File: config.mk
export PLATFORM = sky130hd
export DESIGN_NAME = sliding_window_frame_ctrl
export DESIGN_NICKNAME = d
export VERILOG_FILES = /design/src/rtl/sliding_window_frame_ctrl.sv
export SDC_FILE = /design/constraint.sdc
export NUM_CORES = 1
export LEC_CHECK = 0
export ABC_AREA = 1
export ABC_CLOCK_PERIOD_IN_PS = 4900
export CAP_MARGIN = 5
export CELL_PAD_IN_SITES_DETAIL_PLACEMENT = 1
export CELL_PAD_IN_SITES_GLOBAL_PLACEMENT = 1
export CORE_ASPECT_RATIO = 1.2
export CORE_UTILIZATION = 43
export DETAILED_ROUTE_END_ITERATION = 16
export PLACE_DENSITY = 0.89
export SKIP_LAST_GASP = 1
export SLEW_MARGIN = 20
export SYNTH_ARGS = -nofsm -noshare
export SYNTH_HDL_FRONTEND = slang
export SYNTH_SLANG_ARGS = --single-unit
File: constraint.sdc
create_clock -name clk -period 4.9 [get_ports clk]
set_input_delay 1.47 -clock clk [delete_from_list [all_inputs] [get_ports clk]]
set_output_delay 1.47 -clock clk [all_outputs]
set_load 0.005 [all_outputs]
File: src/rtl/sliding_window_frame_ctrl.sv
`default_nettype none
// ============================================================================
// Module   : sliding_window_frame_ctrl
// Purpose  : Frame sequencer for the CNN line buffer; emits stride-aligned
//            window tokens. Optional SLIDING_WINDOW_CTRL_PERF_EN adds a stall counter.
// Revision : 1.0
// ============================================================================
module sliding_window_frame_ctrl #(
    parameter int WIDTH       = 64,
    parameter int HEIGHT      = 64,
    parameter int PIXEL_WIDTH = 8,
    parameter int WINDOW      = 3,
    parameter int STRIDE_W    = 3
) (
    input  logic                       clk,
    input  logic                       rst,
    input  logic                       start,
    input  logic [STRIDE_W-1:0]        cfg_stride,
    output logic                       busy,
    output logic                       done,
    input  logic                       src_valid,
    input  logic [PIXEL_WIDTH-1:0]     src_pixel,
    output logic                       src_ready,
    output logic                       buf_clear,
    output logic                       buf_push,
    output logic [PIXEL_WIDTH-1:0]     buf_pixel,
    output logic                       out_valid,
    input  logic                       out_ready,
    output logic [$clog2(HEIGHT)-1:0]  out_row,
    output logic [$clog2(WIDTH)-1:0]   out_col,
    output logic                       out_last
`ifdef SLIDING_WINDOW_CTRL_PERF_EN
    ,
    output logic [31:0]                perf_stall_cycles
`endif
);

    localparam int RW = $clog2(HEIGHT);
    localparam int CW = $clog2(WIDTH);
    localparam logic [31:0] c_WIN_M1 = 32'(WINDOW - 1);

    typedef enum logic [1:0] {S_IDLE, S_RUN, S_DRAIN, S_DONE} state_t;

    state_t                r_state;
    state_t                w_state_nxt;
    logic [RW-1:0]         r_row;
    logic [CW-1:0]         r_col;
    logic [STRIDE_W-1:0]   r_stride;
    logic [STRIDE_W-1:0]   r_row_ph;
    logic [STRIDE_W-1:0]   r_col_ph;
    logic                  r_out_valid;
    logic [RW-1:0]         r_out_row;
    logic [CW-1:0]         r_out_col;
    logic                  r_out_last;

    logic                  w_start_acc;
    logic                  w_push;
    logic                  w_row_ok;
    logic                  w_col_ok;
    logic                  w_qual;
    logic                  w_tok_last;
    logic                  w_col_wrap;
    logic                  w_last_pix;
    logic [RW-1:0]         w_row_nxt;
    logic [CW-1:0]         w_col_nxt;
    logic [STRIDE_W-1:0]   w_row_ph_nxt;
    logic [STRIDE_W-1:0]   w_col_ph_nxt;

    assign w_start_acc = (r_state == S_IDLE) && start;
    assign src_ready   = (r_state == S_RUN) && (!r_out_valid || out_ready);
    assign w_push      = src_valid && src_ready;
    assign buf_push    = w_push;
    assign buf_pixel   = src_pixel;
    assign buf_clear   = w_start_acc;
    assign busy        = (r_state == S_RUN) || (r_state == S_DRAIN);
    assign done        = (r_state == S_DONE);
    assign out_valid   = r_out_valid;
    assign out_row     = r_out_row;
    assign out_col     = r_out_col;
    assign out_last    = r_out_last;

    assign w_row_ok   = 32'(r_row) >= c_WIN_M1;
    assign w_col_ok   = 32'(r_col) >= c_WIN_M1;
    assign w_qual     = w_push && w_row_ok && w_col_ok && (r_row_ph == '0) && (r_col_ph == '0);
    // Last token when neither axis has room for another stride step.
    assign w_tok_last = (32'(r_col) + 32'(r_stride) >= 32'(WIDTH)) &&
                        (32'(r_row) + 32'(r_stride) >= 32'(HEIGHT));
    assign w_col_wrap = (r_col == CW'(WIDTH - 1));
    assign w_last_pix = w_col_wrap && (r_row == RW'(HEIGHT - 1));
    assign w_col_nxt  = w_col_wrap ? '0 : r_col + 1'b1;
    assign w_row_nxt  = (r_row == RW'(HEIGHT - 1)) ? '0 : r_row + 1'b1;

    // Phase counters restart at the window origin and then cycle modulo stride.
    always_comb begin
        w_col_ph_nxt = r_col_ph;
        if (32'(w_col_nxt) == c_WIN_M1)
            w_col_ph_nxt = '0;
        else if (w_col_ok)
            w_col_ph_nxt = (r_col_ph == r_stride - 1'b1) ? '0 : r_col_ph + 1'b1;
        w_row_ph_nxt = r_row_ph;
        if (32'(w_row_nxt) == c_WIN_M1)
            w_row_ph_nxt = '0;
        else if (w_row_ok)
            w_row_ph_nxt = (r_row_ph == r_stride - 1'b1) ? '0 : r_row_ph + 1'b1;
    end

    always_comb begin
        w_state_nxt = r_state;
        case (r_state)
            S_IDLE:  if (start) w_state_nxt = S_RUN;
            S_RUN:   if (w_push && w_last_pix) w_state_nxt = S_DRAIN;
            S_DRAIN: if (!r_out_valid || out_ready) w_state_nxt = S_DONE;
            S_DONE:  w_state_nxt = S_IDLE;
            default: w_state_nxt = S_IDLE;
        endcase
    end

    always_ff @(posedge clk or posedge rst) begin
        if (rst) begin
            r_state     <= S_IDLE;
            r_row       <= '0;
            r_col       <= '0;
            r_stride    <= STRIDE_W'(1);
            r_row_ph    <= '0;
            r_col_ph    <= '0;
            r_out_valid <= 1'b0;
            r_out_row   <= '0;
            r_out_col   <= '0;
            r_out_last  <= 1'b0;
        end else begin
            r_state <= w_state_nxt;
            if (w_start_acc) begin
                r_row    <= '0;
                r_col    <= '0;
                r_row_ph <= '0;
                r_col_ph <= '0;
                r_stride <= (cfg_stride == '0) ? STRIDE_W'(1) : cfg_stride;
            end else if (w_push) begin
                r_col    <= w_col_nxt;
                r_col_ph <= w_col_ph_nxt;
                if (w_col_wrap) begin
                    r_row    <= w_row_nxt;
                    r_row_ph <= w_row_ph_nxt;
                end
            end
            if (w_qual) begin
                r_out_valid <= 1'b1;
                r_out_row   <= RW'(32'(r_row) - c_WIN_M1);
                r_out_col   <= CW'(32'(r_col) - c_WIN_M1);
                r_out_last  <= w_tok_last;
            end else if (out_ready) begin
                r_out_valid <= 1'b0;
                r_out_last  <= 1'b0;
            end
        end
    end

`ifdef SLIDING_WINDOW_CTRL_PERF_EN
    logic [31:0] r_perf;
    always_ff @(posedge clk or posedge rst) begin
        if (rst)
            r_perf <= '0;
        else if (w_start_acc)
            r_perf <= '0;
        else if ((r_state == S_RUN) && src_valid && !src_ready && (r_perf != 32'hFFFF_FFFF))
            r_perf <= r_perf + 32'd1;
    end
    assign perf_stall_cycles = r_perf;
`endif

endmodule
`default_nettype wire

Yosys cells after proc, flatten, opt, wreduce, memory -nomap -nowiden

Index checks and enable logic that the tools add are counted.
Widths: inputs -> output; s select.

Input bits: 16
Logic and storage cells: 87
Bits in registers: 37
Output and inout bits: 27

Muxes and demuxes: 26
Reductions and logical operators: 26
Order comparisons: 4
Eq/ne operators: 12
$add $sub $neg: 9

Operators by type and width:

| operator            | count |
|---|---|
| $mux 6              | 7 |
| $mux 3              | 12 |
| $add 6x3->7         | 2 |
| $ge 7x7->1 const B  | 2 |
| $add 6x1->6 const B | 2 |
| $eq 6x2->1 const B  | 2 |
| $eq 6x6->1 const B  | 2 |
| $ge 6x2->1 const B  | 2 |
| $sub 6x2->6 const B | 2 |
| $logic_and 1x1->1   | 10 |
| $logic_not 3->1     | 3 |
| $pmux 2 s4          | 1 |
| $add 3x1->3 const B | 2 |
| $eq 3x3->1          | 2 |
| $mux 2              | 3 |
| $reduce_and 3->1    | 2 |
| $reduce_bool 2->1   | 3 |
| $reduce_bool 3->1   | 2 |
| $eq 2x2->1 const B  | 2 |
| $ne 2x2->1 const B  | 2 |
| $reduce_and 2->1    | 2 |
| $mux 1              | 3 |
| $sub 3x1->3 const B | 1 |
| $eq 2x1->1 const B  | 1 |
| 4 further kinds     | 5 |

Logic depth before layout (Yosys ltp)

Word-level depth: 9
Depth in mapped cells: 11
Gate-level depth less buffers: 11

Worst setup path after synthesis

No wires, ideal clock.

Kind: input -> output
From: in out_ready
To: out buf_push
Data arrival time: 1793 ps
Slack: 1637 ps
Data required time: 3430 ps
Cell stages on the path: 4
Path buffers: 0
Path through: inv_2 -> nand2_2 -> nand3_4 -> inv_1

Word-level cells in the longest chain between the ends: 3

Ends and longest elaborated chain:

| item              | RTL line | source |
|---|---|---|
| from (decl)       | 28       | `input logic out_ready,` |
| $logic_or 1x1->1  | 70       | `assign src_ready = (r_state == S_RUN) && (!r_out_valid \|\| out_ready);` |
| $logic_and 1x1->1 | 70       |  |
| $logic_and 1x1->1 | 71       | `assign w_push = src_valid && src_ready;` |
| to (decl)         | 25       | `output logic buf_push,` |

Every way passes these cells.

Worst setup path in the final report

Same ends and word-level chain as after synthesis.

==> results.sh <==
export IMPL_via_per_inst=5.08
export IMPL_slowest_delay_ns=0.51
export IMPL_slew_headroom_pct=62.0
export IMPL_hold_path_class="reg2reg"
export IMPL_post_drt_wl_per_cell_um=14.4
export IMPL_grt_overflow_total=0
export IMPL_dominantRegCellSynth="dfrtp_1"
export IMPL_root_buffer="clkbuf_8"
export IMPL_via_count=2104
export IMPL_ios=43
export IMPL_syn_cell_area_mm2=0.00257
export IMPL_ys_warnings_count=0
export IMPL_cts_hold_buf=0
export IMPL_grt_setup_unrepaired="false"
export IMPL_synth_seq_cells=37
export IMPL_drv_cap=0
export IMPL_die_height_um=86.8
export IMPL_peakVddDrop_mv=0.245
export IMPL_crit_top_cell="clkdlybuf4s50_1"
export IMPL_cts_setup_buffers=0
export IMPL_rows=30
export IMPL_p_leak_uw=0.00151
export IMPL_critPathBufInv=4
export IMPL_cts_tree="yes"
export IMPL_grt_pass1_vias=2266
export IMPL_place_gp_congestion=0.904
export IMPL_required_ns=3.43
export IMPL_antenna_found_initial=0
export IMPL_grt_pass1_wl_um=10300
export IMPL_antennaDiodeCount=0
export IMPL_cts_clk_slew_worst_paths_ns=0.06
export IMPL_worstSetupPathType="in2out"
export IMPL_fmax_mhz=230
export IMPL_firstDrtPassIters=4
export IMPL_drive_gt1_share_pct=13.8
export IMPL_status="finished clean"
export IMPL_pre_cts_slack_ns=0.551
export IMPL_final_core_util_pct=51.6
export IMPL_drt_total_wl_um=5970
export IMPL_drt_iter0_markers=65
export IMPL_fillCellCount=721
export IMPL_clkLatencyLatePin_ns=0.29
export IMPL_syn_inst=311
export IMPL_hold_violations=0
export IMPL_numCtsBuffers=5
export IMPL_route_detailed_drc=0
export IMPL_rrSetupSlack_ns=2.98
export IMPL_die_x_um=72.6
export IMPL_final_max_slew_viol_count=0
export IMPL_final_common_cell="nand2_1"
export IMPL_synth_area_top_cells="dfrtp_1, nand2_1, ha_1"
export IMPL_syn_to_final_growth_pct=14.3
export IMPL_cpLargestDelayFamily="buffers and inverters"
export IMPL_startpoint_type="input pin"
export IMPL_yosysSeqAreaShare_pct=36.0
export IMPL_crit_fanout=5
export IMPL_skew_ns=0.00696
export IMPL_cts_sinks=37
export IMPL_layout_setup_ws_ns=0.547
export IMPL_cpMaxStageDelayCell="clkdlybuf4s50_1"
export IMPL_crit_path_end_kind="primary output"
export IMPL_fin_nets=376
export IMPL_core_mm2=0.00571
export IMPL_netlist_area_leader_share_pct=35.0
export IMPL_worst_slew_pin_slew_ns=0.569
export IMPL_syn_avg_cell_area_um2=8.28
export IMPL_async_reset_ff_share_pct=100
export IMPL_start_util_pct=45.1
export IMPL_arrival_ns=2.88
export IMPL_grt_max_degree=28
export IMPL_die_area_mm2=0.00630
export IMPL_p_per_area_mw_per_mm2=491
export IMPL_htree_levels=2
export IMPL_cts_buffer_depth=2
export IMPL_track_usage_pct=21.5
export IMPL_min_period_ns=4.35
export IMPL_post_route_period_util_pct=88.8
export IMPL_final_cell_mix="nand2_1, dfrtp_1, inv_1, clkdlybuf4s50_1, ha_1"
export IMPL_path_cells="clkdlybuf4s50_1 > inv_2 > nand2_2 > nand3_4 > inv_1 > clkdlybuf4s50_1"
export IMPL_final_setup_viol_count=0
export IMPL_yosysUniqueCellTypes=33
export IMPL_synth_edff_count=0
export IMPL_place_hpwl_um=4720
export IMPL_setup_tns_final_ns=0
export IMPL_synth_nets=353
export IMPL_postRouteAntennaNets=0
export IMPL_synth_top_area_cell="dfrtp_1"
export IMPL_cts_resized=0
export IMPL_portBuffers=26
==> worst register-to-register path, stage by stage, from the launching register on <==
cell and delay, ns:
dfrtp_1 0.42, inv_1 0.11, ha_1 0.28, nand3_4 0.17
nor3_2 0.21, nand3_4 0.32, nor2_1 0.24, a21oi_2 0.04
==> registers in the layout, indices dropped and copies added, names as in the netlist <==
name       count
r_row          6
r_col          6
out_last       1
out_col        6
out_valid      1
r_state        2
r_row_ph       3
r_stride       3
out_row        6
r_col_ph       3
==> path summary, 6_finish.rpt <==
kind / to / start / cells past startpoint
hold / removal: out_row[0]$_DFFE_PP0P_ / out_row[0]$_DFFE_PP0P_ / 2
min in group asynchronous: out_valid$_DFFE_PP0P_ / rst / 2
max in group asynchronous: r_stride[0]$_DFFE_PP1P_ / rst / 3
hold reg to reg: out_row[0]$_DFFE_PP0P_ / out_row[0]$_DFFE_PP0P_ / 2
setup reg to reg: out_last$_DFFE_PP0P_ / r_state[1]$_DFFE_PP0P_ / 7
setup / recovery: buf_push / out_ready / 6
==> stage by stage <==
step	cell area (um2)	total power [uW]	std cells	hold slack [ns]
after floorplan	2570	962	311	0.479
after global placement	2860	1180	407	0.465
after detailed placement	2860	1230	407	0.468
after CTS	2940	1460	414	0.486
after global routing	2940	1570	414	0.501
final	2940	1440	414	0.485
==> kinds of logic after synthesis <==
| logic type | count (synthesis) | share of synthesized area (%) |
|---|---|---|
| AOI/OAI and AO/OA | 40 | 10.4 |
| xor gates and xnor gates | 11 | 3.74 |
| adders and majority gates | 26 | 13.2 |
| buffers and inverters | 50 | 9.24 |
| DFF | 37 | 36.0 |
| and+or+nand+nor | 147 | 27.4 |
==> metal layers <==
layer  global-route usage [%]  vias up  wire, um
met3                     3.14       13       156
li1                         -     1022         -
met4                     11.1        0       163
met2                     38.6       40      3210
met5                        0        -         0
met1                     24.3     1029      2440
==> synth_stat cells, drive strengths merged (2+ instances only) <==
master / n
nand4: 4
nand2: 94
buf: 11
xnor2: 5
xor2: 6
dfrtp: 36
o21ai: 25
fa: 2
a21oi: 5
a21o: 2
nand3: 20
o22ai: 8
inv: 37
nor2: 26
ha: 24
nor3: 3
==> where the power goes <==
group,internal [uW],switching [uW],total [uW]
Combinational,333,397,730
Clock,112,107,218
Sequential,400,95.6,496
==> final cells by class <==
class	instances	area, um2	area share, %
well taps	80	100	3.40
inverters	38	144	4.89
repair buffers	28	275	9.36
flip-flops and latches	37	927	31.5
clock buffers	7	86.3	2.93
multi-input cells	224	1410	47.9
(Power assumes the default switching activity.)
==> variant 1: new RTL, same flow settings <==
The option `SLIDING_WINDOW_CTRL_PERF_EN` is turned on by a define.
--- a/src/rtl/sliding_window_frame_ctrl.sv
+++ b/src/rtl/sliding_window_frame_ctrl.sv
@@ -5,6 +5,8 @@
 //            window tokens. Optional SLIDING_WINDOW_CTRL_PERF_EN adds a stall counter.
 // Revision : 1.0
 // ============================================================================
+`define SLIDING_WINDOW_CTRL_PERF_EN
+
 module sliding_window_frame_ctrl #(
     parameter int WIDTH       = 64,
     parameter int HEIGHT      = 64,
Function (old outputs only; new: perf_stall_cycles): kept (Yosys induction, for registers that start in step).
==> variant 1 against the unedited design <==
Worst setup slack got worse by 0.083 ns. Cell area rose by 89%. First-iteration DRC count rose by 130%. Largest power group is now sequential cells. Fmax fell by 1.9%. Power rose by 57%. Register-to-register slack got worse by 0.56 ns. Synthesized area rose by 78%. Routed wire length rose by 140%. Critical path depth did not move. Sequential cell count rose by 32. Critical endpoint unchanged. Largest cell class unchanged.
==> variant 1: results (changes against the unedited design) <==
#MultiIn Comb: 486 (+120%)
vias: 4600 (+120%)
Placed Cells: 818 (+100%)
post-cts gate resize count: 0 (unchanged)
Non-clk invs: 75 (+97%)
vias in the first global route: 4986 (+120%)
Largest delay share family, worst path: buffers and inverters
hold slack: 0.494 ns (+0.00901 ns)
top post-synthesis cells by area: dfrtp_1, nand2_1, ha_1
I/O Buffers: 58 (+120%)
M1 GR Usage: 0.292 (+0.0488)
layout cells sized above 1: 0.0593 (-0.0784)
worst skew pair latency: 0.34 ns (+0.05 ns)
Worst Hold End: out_col[3]
clk tree area frac: 0.0613 (+0.0320)
Iter 0 DRT Violations: 152 (+130%)
Post-synth top cells: nand2_1, nor2_1, inv_1
post-route insts no fill: 834 (+100%)
Slowest-stage cell, CP: clkdlybuf4s50_1
All-Layer GR Usage: 0.277 (+0.0626)
worst hold stages: 2 (unchanged)
crit-path max cell delay: 0.55 ns (+0.04 ns)
switching share of power: 0.352 (-0.0630)
grt met2 use: 0.514 (+0.128)
postcts setup bufs: 0 (unchanged)
Syn Nets: 693 (+96%)
Lkg Pwr: 2.59 nW (+72%)
fin area: 5550 um2 (+89%)
CTS root buffer: clkbuf_16
met3 Track Usage GR: 0.0476 (+0.0162)
Cells after Synth: 650 (+110%)
r2r endpoint: perf_stall_cycles[15]
status: finished, final reports clean
pre-CTS WS: 0.473 ns (-0.0777 ns)
buffering overhead: 0.110 (+0.0164)
Final #Nets: 746 (+98%)
GPL Wtd Cong: 0.931 (+2.9%)
buffers outside the clock class: 62 (+120%)
sequential cell area: 1730 um2 (+86%)
CP Data Arrival Time: 2.97 ns (+0.09 ns)
cts bufs inserted: 9 (+4)
Slew @ Worst Pin: 0.721 ns (+0.152 ns)
worst vdd ir: 0.000277 V (+13%)
Final HPWL DP: 10.3 mm (+120%)
critical path peak fanout: 4 (-1)
drt total wl: 14.2 mm (+140%)
pin count of the biggest net entering global routing: 38 (+36%)
DP Area: 5210 um2 (+83%)
clk_buf instances: 10 (+3)
Seq/Total Area, Yosys: 0.378 (+0.0176)
first-pass GRT wire length: 23.5 mm (+130%)
fraction of area in multi-input gates: 0.438 (-0.0406)
# fillers: 1316 (+83%)
H-tree depth: 3 (+1)
flop2flop setup slack: 2.42 ns (-0.56 ns)
Layout Skew: 0.00509 ns (-0.00187 ns)
HP Start: out_col[3]
## variant 1: kinds of logic after synthesis
| family | count (synthesis) | share of synthesized area |
|---|---|---|
| DFF | 69 | 0.378 |
| buffers and inverters | 95 | 0.0900 |
| adders and majority gates | 27 | 0.0772 |
| xor gates and xnor gates | 15 | 0.0287 |
| AOI/OAI and AO/OA | 63 | 0.0731 |
| and+or+nand+nor | 381 | 0.353 |
## variant 1: how the worst max path moves through the flow
| stage | from | end | slack, ns | cells past startpoint |
|---|---|---|---|---|
| after floorplan | start | buf_clear | 1.51 | 3 |
| after global placement | out_ready | buf_push | 0.51 | 6 |
| after detailed placement | out_ready | buf_push | 0.47 | 6 |
| after CTS | out_ready | buf_push | 0.44 | 6 |
| after global routing | out_ready | buf_push | 0.38 | 6 |
| final | out_ready | buf_push | 0.46 | 6 |
## variant 1: worst reg2reg max path: cells and delay by family (launching register included)
kind,cells,cell delay [ns]
AND/OR/NAND/NOR,5,1.33
flip-flops,1,0.42
buffers and inverters,3,0.43
adder cells (fa/ha/maj),1,0.19
## variant 1: power groups by stage
stage | clock [mW] | combinational [mW] | sequential [mW]
detailed placement | 0 | 0.729 | 0.775
floorplan | 0 | 0.461 | 0.751
global route | 0.790 | 0.822 | 0.783
CTS | 0.772 | 0.740 | 0.767
global placement | 0 | 0.691 | 0.769
finish | 0.765 | 0.732 | 0.767
## variant 1: routing by layer
layer	routed length, um	up-vias	part of all wire
met2	7710	97	0.54
met4	517	0	0.036
li1	-	2168	-
met5	0	-	0
met3	419	47	0.030
met1	5520	2288	0.39
==> variant 2: new RTL, same settings <==
Made on the original files. Register the input `cfg_stride` before use, without a reset. The logic sees it one clock later. The other inputs are not delayed to match.
--- a/src/rtl/sliding_window_frame_ctrl.sv
+++ b/src/rtl/sliding_window_frame_ctrl.sv
@@ -40,6 +40,12 @@
     localparam logic [31:0] c_WIN_M1 = 32'(WINDOW - 1);
 
     typedef enum logic [1:0] {S_IDLE, S_RUN, S_DRAIN, S_DONE} state_t;
+
+    logic [STRIDE_W-1:0] cfg_stride_q;
+
+    always_ff @(posedge clk) begin
+        cfg_stride_q <= cfg_stride;
+    end
 
     state_t                r_state;
     state_t                w_state_nxt;
@@ -134,7 +140,7 @@
                 r_col    <= '0;
                 r_row_ph <= '0;
                 r_col_ph <= '0;
-                r_stride <= (cfg_stride == '0) ? STRIDE_W'(1) : cfg_stride;
+                r_stride <= (cfg_stride_q == '0) ? STRIDE_W'(1) : cfg_stride_q;
             end else if (w_push) begin
                 r_col    <= w_col_nxt;
                 r_col_ph <= w_col_ph_nxt;
Behaviour: same outputs for any inputs over 10 cycles, from zero or initial values and one cycle with rst high; that may be too few to reach the edited logic, so the function may still have changed.
==> variant 2 against the unedited design <==
Routed wire length is 2.3% higher. Worst setup slack better by 0.042 ns. Global-route usage is 0.17 points higher. Sequential cell count is 3 higher. Hold slack worse by 0.0017 ns. Synthesized area is 3.6% higher. Via count is 1.5% lower. Cell area is 2.0% higher. Power is 26% higher. Highest routed layer unchanged.
==> variant 2: results (changes against the unedited design) <==
ys async rst share: 0.925 (-0.0750)
pin count of the biggest net entering global routing: 27 (-3.6%)
Max-slew headroom: 0.493 (-0.127)
HP Start: cfg_stride_q[1]
clock-pin slew on the worst setup and hold paths: 0.08 ns (+0.02 ns)
Yosys warning total: 0 (unchanged)
flop2flop setup slack: 3.03 ns (+0.05 ns)
r2r endpoint: r_row_ph[1]
buffers outside the clock class: 27 (-3.6%)
clk sinks: 40 (+8.1%)
#MultiIn Comb: 216 (-3.6%)
worst r2r src: r_stride[0]
register share of the cell area: 0.329 (+0.0137)
first-pass GRT wire length: 10.5 mm (+2.5%)
vias: 2072 (-1.5%)
Syn Nets: 352 (-0.28%)
GPL Wtd Cong: 0.888 (-1.9%)
All-Layer GR Usage: 0.216 (+0.00171)
CP Data Arrival Time: 2.84 ns (-0.04 ns)
Seq/Total Area, Yosys: 0.370 (+0.0100)
drt total wl: 6.11 mm (+2.3%)
Post-synth top cells: nand2_1, dfrtp_1, inv_1
vias in the first global route: 2263 (-0.13%)
worst vdd ir: 0.000273 V (+11%)
layout cells sized above 1: 0.159 (+0.0214)
critical path peak fanout: 6 (+1)
Final #Nets: 374 (-0.53%)
multi-input logic area: 1400 um2 (-0.80%)
Lkg Pwr: 1.54 nW (+2.4%)
# fillers: 734 (+1.8%)
Iter 0 DRT Violations: 46 (-29%)
hold slack: 0.484 ns (-0.00166 ns)
Non-clk invs: 42 (+11%)
buffering overhead: 0.0892 (-0.00437)
Final HPWL DP: 4.72 mm (+0.12%)
cell row count: 31 (+3.3%)
clk tree area frac: 0.0271 (-0.00225)
status: finished, final reports clean
crit-path max cell delay: 0.50 ns
Layout Skew: 0.00492 ns (-0.00204 ns)
top post-synthesis cells by area: dfrtp_1, nand2_1, ha_1
worst reg-to-reg path cell count: 10 (+3)
Synth cell types: 35 (+6.1%)
Worst Hold End: r_stride[1]
pre-CTS WS: 0.587 ns (+0.0361 ns)
[variant 2: changes by cell type after synthesis, sizes merged, moves of 2 or more]
cell   before  now
dfxtp       0    3
inv        37   42
nand2      94   91
a21oi       5    8
xnor2       5    3
a21o        2    0
nor2       26   16
[variant 2: per-stage QoR]
| step | std cells | instance area [um2] |
|---|---|---|
| final | 415 | 3000 |
| after global routing | 415 | 3000 |
| after CTS | 415 | 3000 |
| after detailed placement | 407 | 2920 |
| after global placement | 407 | 2920 |
| after floorplan | 310 | 2670 |
[variant 2: report_power, final]
| part | internal [mW] | switching [mW] | total, mW | leakage [nW] |
|---|---|---|---|---|
| Sequential | 0.457 | 0.146 | 0.603 | 0.507 |
| Clock | 0.100 | 0.117 | 0.217 | 0.0422 |
| Combinational | 0.438 | 0.565 | 1.00 | 0.993 |
| Total | 0.995 | 0.828 | 1.82 | 1.54 |
[variant 2: worst max path at each step]
stage / start / endpoint / slack (ns) / cells after the start
floorplan: start / buf_clear / 1.62 / 3
global placement: out_ready / buf_push / 0.61 / 6
detailed placement: out_ready / buf_push / 0.59 / 6
CTS: out_ready / buf_push / 0.58 / 6
global route: out_ready / buf_push / 0.51 / 6
finish: out_ready / buf_push / 0.59 / 6
[variant 2: cell families (layout without fill, tap and decap cells)]
group / after synthesis / after routing / share of synthesized area
xor+xnor: 10 / 10 / 0.0329
simple gates: 136 / 136 / 0.251
compound gates: 44 / 44 / 0.113
flops: 40 / 40 / 0.370
fa+ha+maj: 26 / 26 / 0.128
buf+inv: 54 / 77 / 0.106
[variant 2: metal layers]
metal / global-route usage / vias up / share of wire
met5: 0 / - / 0
met4: 0.105 / 0 / 0.029
met3: 0.0342 / 13 / 0.026
met2: 0.392 / 33 / 0.51
met1: 0.245 / 1001 / 0.43
li1: - / 1025 / -
